**src/rtl/vx_tl_mem_bridge_if.sv**
```systemverilog
// Core memory req/rsp and TileLink-UH A/D signal bundle for vx_tl_mem_bridge.
// 'slave' is the bridge's view; 'master' is the core/TL environment's view.
interface vx_tl_mem_bridge_if #(
  parameter int DATA_WIDTH    = 128,
  parameter int ADDR_WIDTH    = 28,
  parameter int TAG_WIDTH     = 15,
  parameter int SOURCE_WIDTH  = 3,
  parameter int TL_ADDR_WIDTH = 32
);
  localparam int MASK_WIDTH = DATA_WIDTH / 8;

  logic                     req_valid;
  logic                     req_rw;
  logic [MASK_WIDTH-1:0]    req_byteen;
  logic [ADDR_WIDTH-1:0]    req_addr;
  logic [DATA_WIDTH-1:0]    req_data;
  logic [TAG_WIDTH-1:0]     req_tag;
  logic                     req_ready;

  logic                     rsp_valid;
  logic [DATA_WIDTH-1:0]    rsp_data;
  logic [TAG_WIDTH-1:0]     rsp_tag;
  logic                     rsp_ready;

  logic                     a_valid;
  logic                     a_ready;
  logic [2:0]               a_opcode;
  logic [2:0]               a_param;
  logic [3:0]               a_size;
  logic [SOURCE_WIDTH-1:0]  a_source;
  logic [TL_ADDR_WIDTH-1:0] a_address;
  logic [MASK_WIDTH-1:0]    a_mask;
  logic [DATA_WIDTH-1:0]    a_data;
  logic                     a_corrupt;

  logic                     d_valid;
  logic                     d_ready;
  logic [2:0]               d_opcode;
  logic [SOURCE_WIDTH-1:0]  d_source;
  logic                     d_denied;
  logic                     d_corrupt;
  logic [DATA_WIDTH-1:0]    d_data;

  modport slave (
    input  req_valid, req_rw, req_byteen, req_addr, req_data, req_tag,
    output req_ready,
    output rsp_valid, rsp_data, rsp_tag,
    input  rsp_ready,
    output a_valid, a_opcode, a_param, a_size, a_source, a_address, a_mask, a_data, a_corrupt,
    input  a_ready,
    input  d_valid, d_opcode, d_source, d_denied, d_corrupt, d_data,
    output d_ready
  );

  modport master (
    output req_valid, req_rw, req_byteen, req_addr, req_data, req_tag,
    input  req_ready,
    input  rsp_valid, rsp_data, rsp_tag,
    output rsp_ready,
    input  a_valid, a_opcode, a_param, a_size, a_source, a_address, a_mask, a_data, a_corrupt,
    output a_ready,
    output d_valid, d_opcode, d_source, d_denied, d_corrupt, d_data,
    input  d_ready
  );
endinterface

```
**src/rtl/vx_tl_mem_bridge.sv**
```systemverilog
// Vortex core memory port to TileLink-UH A/D bridge with per-source tag table and MSIP->IRQ stretcher.
// Define VX_TL_A_REG_EN to register the A channel through a 2-entry skid buffer (default: combinational A).
module vx_tl_mem_bridge #(
  parameter int DATA_WIDTH       = 128,
  parameter int ADDR_WIDTH       = 28,
  parameter int TAG_WIDTH        = 15,
  parameter int SOURCE_WIDTH     = 3,
  parameter int TL_ADDR_WIDTH    = 32,
  parameter int IRQ_PULSE_CYCLES = 6
) (
  input  logic clock,
  input  logic reset,
  input  logic msip,
  output logic irq_out,
  output logic busy,
  output logic err_sticky,
  vx_tl_mem_bridge_if.slave bus
);
  localparam int MASK_WIDTH  = DATA_WIDTH / 8;
  localparam int SIZE        = $clog2(MASK_WIDTH);
  localparam int NUM_SOURCES = 2 ** SOURCE_WIDTH;

  localparam logic [2:0] OP_PUT_FULL     = 3'd0;
  localparam logic [2:0] OP_PUT_PARTIAL  = 3'd1;
  localparam logic [2:0] OP_GET          = 3'd4;
  localparam logic [2:0] OP_ACCESS_ACK_D = 3'd1;

  typedef struct packed {
    logic [2:0]               opcode;
    logic [SOURCE_WIDTH-1:0]  source;
    logic [TL_ADDR_WIDTH-1:0] address;
    logic [MASK_WIDTH-1:0]    mask;
    logic [DATA_WIDTH-1:0]    data;
  } a_beat_t;

  logic [NUM_SOURCES-1:0] src_valid;
  logic [TAG_WIDTH-1:0]   src_tag [NUM_SOURCES];
  logic                   free_found;
  logic [SOURCE_WIDTH-1:0] free_id;
  logic                   alloc;
  a_beat_t                req_beat;
  a_beat_t                a_beat;
  logic                   d_hit;
  logic                   d_fire;
  logic                   msip_q;
  logic [3:0]             irq_cnt;

  // Lowest-index free source; a source freed this cycle stays valid until the next edge.
  // NOTE: combinational blocks use blocking assignments with a default first, so no latch is inferred.
  always_comb begin
    free_found = 1'b0;
    free_id    = '0;
    for (int i = NUM_SOURCES - 1; i >= 0; i--) begin
      if (!src_valid[i]) begin
        free_found = 1'b1;
        free_id    = SOURCE_WIDTH'(i);
      end
    end
  end

  always_comb begin
    req_beat.opcode  = !bus.req_rw ? OP_GET : (&bus.req_byteen ? OP_PUT_FULL : OP_PUT_PARTIAL);
    req_beat.source  = free_id;
    req_beat.address = {bus.req_addr, {SIZE{1'b0}}};
    req_beat.mask    = bus.req_rw ? bus.req_byteen : {MASK_WIDTH{1'b1}};
    req_beat.data    = bus.req_data;
  end

`ifdef VX_TL_A_REG_EN
  a_beat_t    skid [2];
  logic [1:0] skid_count;
  logic       wr_ptr;
  logic       rd_ptr;
  logic       deq;

  assign bus.req_ready = !reset && (skid_count != 2'd2) && free_found;
  assign bus.a_valid   = !reset && (skid_count != 2'd0);
  assign deq           = bus.a_valid && bus.a_ready;
  assign a_beat        = skid[rd_ptr];

  always_ff @(posedge clock) begin
    if (reset) begin
      skid_count <= 2'd0;
      wr_ptr     <= 1'b0;
      rd_ptr     <= 1'b0;
    end else begin
      if (alloc) wr_ptr <= ~wr_ptr;
      if (deq)   rd_ptr <= ~rd_ptr;
      skid_count <= skid_count + {1'b0, alloc} - {1'b0, deq};
    end
  end

  always_ff @(posedge clock) begin
    if (alloc) skid[wr_ptr] <= req_beat;
  end
`else
  assign bus.req_ready = !reset && bus.a_ready && free_found;
  assign bus.a_valid   = !reset && bus.req_valid && free_found;
  assign a_beat        = req_beat;
`endif

  assign alloc         = bus.req_valid && bus.req_ready;
  assign bus.a_opcode  = a_beat.opcode;
  assign bus.a_param   = 3'd0;
  assign bus.a_size    = 4'(SIZE);
  assign bus.a_source  = a_beat.source;
  assign bus.a_address = a_beat.address;
  assign bus.a_mask    = a_beat.mask;
  assign bus.a_data    = a_beat.data;
  assign bus.a_corrupt = 1'b0;

  // Reads stall D on the core; acks and responses to unknown sources are always taken.
  always_comb begin
    d_hit         = src_valid[bus.d_source];
    bus.rsp_valid = 1'b0;
    bus.d_ready   = !reset;
    if (!reset && d_hit && bus.d_opcode == OP_ACCESS_ACK_D) begin
      bus.rsp_valid = bus.d_valid;
      bus.d_ready   = bus.rsp_ready;
    end
  end

  assign bus.rsp_data = bus.d_data;
  assign bus.rsp_tag  = src_tag[bus.d_source];
  assign d_fire       = bus.d_valid && bus.d_ready;
  assign busy         = |src_valid;
  assign irq_out      = |irq_cnt;

  // NOTE: sequential state uses non-blocking assignments only.
  always_ff @(posedge clock) begin
    if (reset) begin
      src_valid  <= '0;
      err_sticky <= 1'b0;
      msip_q     <= 1'b0;
      irq_cnt    <= 4'd0;
    end else begin
      if (d_fire && d_hit) src_valid[bus.d_source] <= 1'b0;
      if (alloc)           src_valid[free_id]      <= 1'b1;
      if (d_fire && (!d_hit || bus.d_denied || bus.d_corrupt)) err_sticky <= 1'b1;
      msip_q <= msip;
      if (msip && !msip_q)     irq_cnt <= 4'(IRQ_PULSE_CYCLES);
      else if (irq_cnt != 4'd0) irq_cnt <= irq_cnt - 4'd1;
    end
  end

  // NOTE: the tag table is not reset; an entry is only read while its valid bit is set.
  always_ff @(posedge clock) begin
    if (alloc) src_tag[free_id] <= bus.req_tag;
  end
endmodule

```
**src/flat_wrapper.sv**
```systemverilog
// flat-port wrapper written by rule: the top's interface ports become plain ports
module vx_tl_mem_bridge_flat 
#(
  parameter int DATA_WIDTH       = 128,
  parameter int ADDR_WIDTH       = 28,
  parameter int TAG_WIDTH        = 15,
  parameter int SOURCE_WIDTH     = 3,
  parameter int TL_ADDR_WIDTH    = 32,
  parameter int IRQ_PULSE_CYCLES = 6
)
  (clock, reset, msip, irq_out, busy, err_sticky, bus_req_valid, bus_req_rw, bus_req_byteen, bus_req_addr, bus_req_data, bus_req_tag, bus_req_ready, bus_rsp_valid, bus_rsp_data, bus_rsp_tag, bus_rsp_ready, bus_a_valid, bus_a_opcode, bus_a_param, bus_a_size, bus_a_source, bus_a_address, bus_a_mask, bus_a_data, bus_a_corrupt, bus_a_ready, bus_d_valid, bus_d_opcode, bus_d_source, bus_d_denied, bus_d_corrupt, bus_d_data, bus_d_ready);
  vx_tl_mem_bridge_if #(.DATA_WIDTH(DATA_WIDTH), .ADDR_WIDTH(ADDR_WIDTH), .TAG_WIDTH(TAG_WIDTH), .SOURCE_WIDTH(SOURCE_WIDTH), .TL_ADDR_WIDTH(TL_ADDR_WIDTH)) bus_i ();
  input  logic clock;
  input  logic reset;
  input  logic msip;
  output logic irq_out;
  output logic busy;
  output logic err_sticky;
  input wire logic [$bits(bus_i.req_valid)-1:0] bus_req_valid;
  input wire logic [$bits(bus_i.req_rw)-1:0] bus_req_rw;
  input wire logic [$bits(bus_i.req_byteen)-1:0] bus_req_byteen;
  input wire logic [$bits(bus_i.req_addr)-1:0] bus_req_addr;
  input wire logic [$bits(bus_i.req_data)-1:0] bus_req_data;
  input wire logic [$bits(bus_i.req_tag)-1:0] bus_req_tag;
  output wire logic [$bits(bus_i.req_ready)-1:0] bus_req_ready;
  output wire logic [$bits(bus_i.rsp_valid)-1:0] bus_rsp_valid;
  output wire logic [$bits(bus_i.rsp_data)-1:0] bus_rsp_data;
  output wire logic [$bits(bus_i.rsp_tag)-1:0] bus_rsp_tag;
  input wire logic [$bits(bus_i.rsp_ready)-1:0] bus_rsp_ready;
  output wire logic [$bits(bus_i.a_valid)-1:0] bus_a_valid;
  output wire logic [$bits(bus_i.a_opcode)-1:0] bus_a_opcode;
  output wire logic [$bits(bus_i.a_param)-1:0] bus_a_param;
  output wire logic [$bits(bus_i.a_size)-1:0] bus_a_size;
  output wire logic [$bits(bus_i.a_source)-1:0] bus_a_source;
  output wire logic [$bits(bus_i.a_address)-1:0] bus_a_address;
  output wire logic [$bits(bus_i.a_mask)-1:0] bus_a_mask;
  output wire logic [$bits(bus_i.a_data)-1:0] bus_a_data;
  output wire logic [$bits(bus_i.a_corrupt)-1:0] bus_a_corrupt;
  input wire logic [$bits(bus_i.a_ready)-1:0] bus_a_ready;
  input wire logic [$bits(bus_i.d_valid)-1:0] bus_d_valid;
  input wire logic [$bits(bus_i.d_opcode)-1:0] bus_d_opcode;
  input wire logic [$bits(bus_i.d_source)-1:0] bus_d_source;
  input wire logic [$bits(bus_i.d_denied)-1:0] bus_d_denied;
  input wire logic [$bits(bus_i.d_corrupt)-1:0] bus_d_corrupt;
  input wire logic [$bits(bus_i.d_data)-1:0] bus_d_data;
  output wire logic [$bits(bus_i.d_ready)-1:0] bus_d_ready;
  assign bus_i.req_valid = bus_req_valid;
  assign bus_i.req_rw = bus_req_rw;
  assign bus_i.req_byteen = bus_req_byteen;
  assign bus_i.req_addr = bus_req_addr;
  assign bus_i.req_data = bus_req_data;
  assign bus_i.req_tag = bus_req_tag;
  assign bus_req_ready = bus_i.req_ready;
  assign bus_rsp_valid = bus_i.rsp_valid;
  assign bus_rsp_data = bus_i.rsp_data;
  assign bus_rsp_tag = bus_i.rsp_tag;
  assign bus_i.rsp_ready = bus_rsp_ready;
  assign bus_a_valid = bus_i.a_valid;
  assign bus_a_opcode = bus_i.a_opcode;
  assign bus_a_param = bus_i.a_param;
  assign bus_a_size = bus_i.a_size;
  assign bus_a_source = bus_i.a_source;
  assign bus_a_address = bus_i.a_address;
  assign bus_a_mask = bus_i.a_mask;
  assign bus_a_data = bus_i.a_data;
  assign bus_a_corrupt = bus_i.a_corrupt;
  assign bus_i.a_ready = bus_a_ready;
  assign bus_i.d_valid = bus_d_valid;
  assign bus_i.d_opcode = bus_d_opcode;
  assign bus_i.d_source = bus_d_source;
  assign bus_i.d_denied = bus_d_denied;
  assign bus_i.d_corrupt = bus_d_corrupt;
  assign bus_i.d_data = bus_d_data;
  assign bus_d_ready = bus_i.d_ready;
  vx_tl_mem_bridge #(.DATA_WIDTH(DATA_WIDTH), .ADDR_WIDTH(ADDR_WIDTH), .TAG_WIDTH(TAG_WIDTH), .SOURCE_WIDTH(SOURCE_WIDTH), .TL_ADDR_WIDTH(TL_ADDR_WIDTH), .IRQ_PULSE_CYCLES(IRQ_PULSE_CYCLES)) u_core (.clock(clock), .reset(reset), .msip(msip), .irq_out(irq_out), .busy(busy), .err_sticky(err_sticky), .bus(bus_i));
endmodule
```
**config.mk**
```make
export PLATFORM = sky130hd
export DESIGN_NAME = vx_tl_mem_bridge_flat
export DESIGN_NICKNAME = d
export VERILOG_FILES = /design/src/rtl/vx_tl_mem_bridge_if.sv /design/src/rtl/vx_tl_mem_bridge.sv /design/src/flat_wrapper.sv
export SDC_FILE = /design/constraint.sdc
export NUM_CORES = 1
export LEC_CHECK = 0
export BUFFER_PORTS_ARGS = -buffer_cell sky130_fd_sc_hd__buf_2
export CORE_AREA = 2 2 264 266
export DETAILED_ROUTE_END_ITERATION = 6
export DIE_AREA = 0 0 266 268
export GPL_ROUTABILITY_DRIVEN = 1
export SLEW_MARGIN = 20
export SYNTH_ARGS = -nofsm -noshare
export SYNTH_HDL_FRONTEND = slang
export SYNTH_SLANG_ARGS = --single-unit
```
**constraint.sdc**
```tcl
create_clock -name clock -period 7.3 [get_ports clock]
set_input_delay 1.095 -clock clock [delete_from_list [all_inputs] [get_ports clock]]
set_output_delay 1.095 -clock clock [all_outputs]
set_load 0.005 [all_outputs]
```
==> impl_metrics.csv <==
group,metric,value,unit
worst_setup_path,worstSetupEndpoint,"bus_rsp_valid",
outcome,status,"complete, no violations",
timing,slew_headroom,28.4,%
route,viasPerCell,3.15,
synthesis,syn_area,0.00778,sq mm
global_routing,grt_pass1_vias,4210,
min_path,hp-class,"reg -> reg",
synthesis,synth.top_cell.area_share,46.3,%
global_routing,grtUsageTotal,17.5,%
route,drt-initial-drc-count,302,
finish,multi_input_area,0.00162,sq mm
timing,period_share,62.7,%
worst_setup_path,endpoint_kind,"output port",
timing,max_freq,0.218,GHz
clock_tree,hold_buffers,0,
pwr,power.internal,0.00132,W
synthesis,synth_area_leaders,"edfxtp_1, buf_4, dfxtp_1, mux2_2, mux4_2",
route,wire_per_inst,47.3,microns
clock_tree,clock_latency,0.42,ns
pwr,p_leak,2.36,nW
clock_tree,ctsResizeCount,0,
finish,final_nets,812,
synthesis,netlist_top_cells_count,"buf_4, edfxtp_1, nor2_1",
floorplanning,start_util,11.4,%
global_routing,grt_first_pass_wirelength,73500,microns
floorplanning,die_width,266,microns
clock_tree,root_buffer,"clkbuf_16",
route,drtAntennaViolNets,0,
placement,post-place-ws,2.76,ns
timing,worst_pin_slew,1.07,ns
floorplanning,io_pins,671,
synthesis,synth-main-ff-cell,"edfxtp_1",
worst_setup_path,cp_max_fo,35,
finish,areaGrowthSynthToFinish,-1.64,%
timing,maxSlewViolCount,0,
pwr,p_seq_share,49.3,%
floorplanning,core-area,0.0682,sq mm
worst_setup_path,required,6.20,ns
timing,final_hold_viol_count,0,
timing,setup_tns,0,ns
finish,regArea,0.00388,sq mm
worst_setup_path,worst_setup_path_start_kind,"primary input",
synthesis,synth_edf_count,120,
worst_setup_path,reg2reg_from,"u_core.src_valid[1]",
placement,place.gp.congestion,0.822,
clock_tree,clk_pin_slew_worst_paths,0.06,ns
synthesis,ys_ff_latch,134,
global_routing,antenna_found_initial,7,
job,cap_violations,0,
route,vias,4341,
placement,dpl.hpwl,58900,microns
finish,antenna_cells,0,
worst_setup_path,r2r_cells,4,
synthesis,yosys.area.top_type,"edfxtp_1",
pwr,peakVddDrop,186,uV
synthesis,synth_seq_area_share,49.9,%
clock_tree,htree_levels,4,
timing,fin_crit,4.58,ns
pwr,power.density,224,mW/mm^2
clock_tree,cts.sinks,134,
timing,setup_viol,0,
finish,nFillCells,7746,
synthesis,async_reset_ff_share,0,%
finish,drive_gt1_share,32.0,%
worst_setup_path,startpoint,"bus_d_source[0]",
worst_setup_path,r2r_setup_slack,4.64,ns
global_routing,gr-total-overflow,0,
route,finalWirelength,65100,microns
timing,setup_ws,2.72,ns
worst_setup_path,worstPathArrival,3.48,ns
timing,rsz0062_at_grt,"no",
route,first_pass_iters,5,
route,post-route-drc-count,0,
clock_tree,post-cts-setup-buffer-count,0,
floorplanning,dieHeight,268,microns
clock_tree,cts_tree,"yes",
timing,skew,0.0100,ns
synthesis,post-synth-top-count-cell,"buf_4",
pwr,netSwitchingFraction,23.1,%
synthesis,synth_cell_types,43,
floorplanning,rows,96,
worst_setup_path,worstSetupPathType,"in -> out",
clock_tree,numCtsBuffers,17,
worst_setup_path,reg2reg_to,"u_core.src_tag[4][3]",
pwr,p_switching,0.000396,W
clock_tree,clockBufferDepth,2,
floorplanning,dieArea,0.0713,sq mm
placement,io_buffers,89,
synthesis,syn_area_per_cell,11.6,sq um
synthesis,synthCells,670,
pwr,combPwrFrac,7.2,%
pwr,p_clk_share,43.5,%
synthesis,yosysWarnings,0,
global_routing,grt_max_degree,38,
[cell families after synthesis]
family / synth area share, %
muxes: 5.84
and+or+nand+nor: 6.90
other: 0.0965
AOI/OAI and AO/OA: 7.01
DFF: 49.9
buffers and inverters: 30.2
[critical path, cell delays in order]
cell	delay (ns)
buf_2	0.62
clkinv_1	0.53
nor2_1	0.46
a221oi_4	0.17
nor3_1	0.39
buf_2	0.19
[metal layers]
| layer | wire, microns | part of all wire (%) | global-route usage [%] | vias to the layer above |
|---|---|---|---|---|
| li1 | - | - | - | 1685 |
| met1 | 10800 | 17 | 8.65 | 1972 |
| met2 | 26400 | 41 | 24.5 | 574 |
| met3 | 26300 | 40 | 32.9 | 106 |
| met4 | 1580 | 2.4 | 4.37 | 4 |
| met5 | 23 | 0.035 | 0 | - |
[sequential cells by signal (all words and copies together) (netlist names)]
signal	count
u_core.src_tag	120
u_core.src_valid	8
u_core.irq_cnt	4
u_core.err_sticky	1
u_core.msip_q	1
[layout by cell type (no fill, tap or decap), types with 3 or more instances in the layout]
| cell | n |
|---|---|
| clkinv_1 | 4 |
| buf_2 | 89 |
| inv_1 | 7 |
| conb_1 | 13 |
| nor3_1 | 6 |
| mux2i_1 | 9 |
| nor4_1 | 3 |
| a221oi_1 | 13 |
| mux4_2 | 7 |
| clkinvlp_4 | 3 |
| a211oi_1 | 8 |
| buf_4 | 7 |
| a21oi_1 | 13 |
| o221ai_1 | 4 |
| clkbuf_16 | 17 |
| dfxtp_1 | 14 |
| nand2_1 | 19 |
| o21ai_0 | 15 |
| a22oi_1 | 7 |
| clkbuf_1 | 3 |
| nor2b_1 | 3 |
| nor2_1 | 26 |
| nand4_1 | 5 |
| a221o_1 | 3 |
| a31oi_1 | 4 |
| nand2b_1 | 20 |
| clkinv_2 | 3 |
| nand3_1 | 3 |
| edfxtp_1 | 120 |
| mux2_2 | 17 |
[worst min-delay path by stage]
| stage | from | to | slack, ns | depth (start not counted) |
|---|---|---|---|---|
| after floorplan | u_core.err_sticky | u_core.err_sticky | 0.44 | 2 |
| after global placement | u_core.err_sticky | u_core.err_sticky | 0.47 | 2 |
| after detailed placement | u_core.err_sticky | u_core.err_sticky | 0.47 | 2 |
| after CTS | u_core.err_sticky | u_core.err_sticky | 0.48 | 2 |
| after global routing | u_core.irq_cnt[3] | u_core.irq_cnt[3] | 0.51 | 1 |
| final | u_core.err_sticky | u_core.err_sticky | 0.48 | 2 |
[layout make-up]
cell class	count	share of cell area [%]
inverter	9	0.441
tap	882	14.4
clock buffer	20	5.71
timing repair buffer	96	6.51
multi-input combinational	223	21.1
sequential	134	50.8
clock inverter	12	1.05
[power by group through the flow]
stage / combinational, W / sequential (W) / clock (W)
after floorplan: 0.000189 / 0.000859 / 0
after global placement: 0.000123 / 0.000859 / 0
after detailed placement: 0.000125 / 0.000859 / 0
after CTS: 0.000125 / 0.000844 / 0.000753
after global routing: 0.000134 / 0.000844 / 0.000784
final: 0.000123 / 0.000844 / 0.000745
[through the flow]
stage / instance area [sq um] / instances / hold slack (ns) / power [W] / utilization [%]
finish: 7650 / 1376 / 0.480 / 0.00171 / 11.2
global placement: 7140 / 1344 / 0.469 / 0.000982 / 10.5
floorplan: 7820 / 681 / 0.442 / 0.00105 / -
global route: 7650 / 1376 / 0.512 / 0.00176 / 11.2
detailed placement: 7140 / 1344 / 0.470 / 0.000984 / 10.5
CTS: 7650 / 1376 / 0.481 / 0.00172 / 11.2
(Power assumes the default switching activity.)
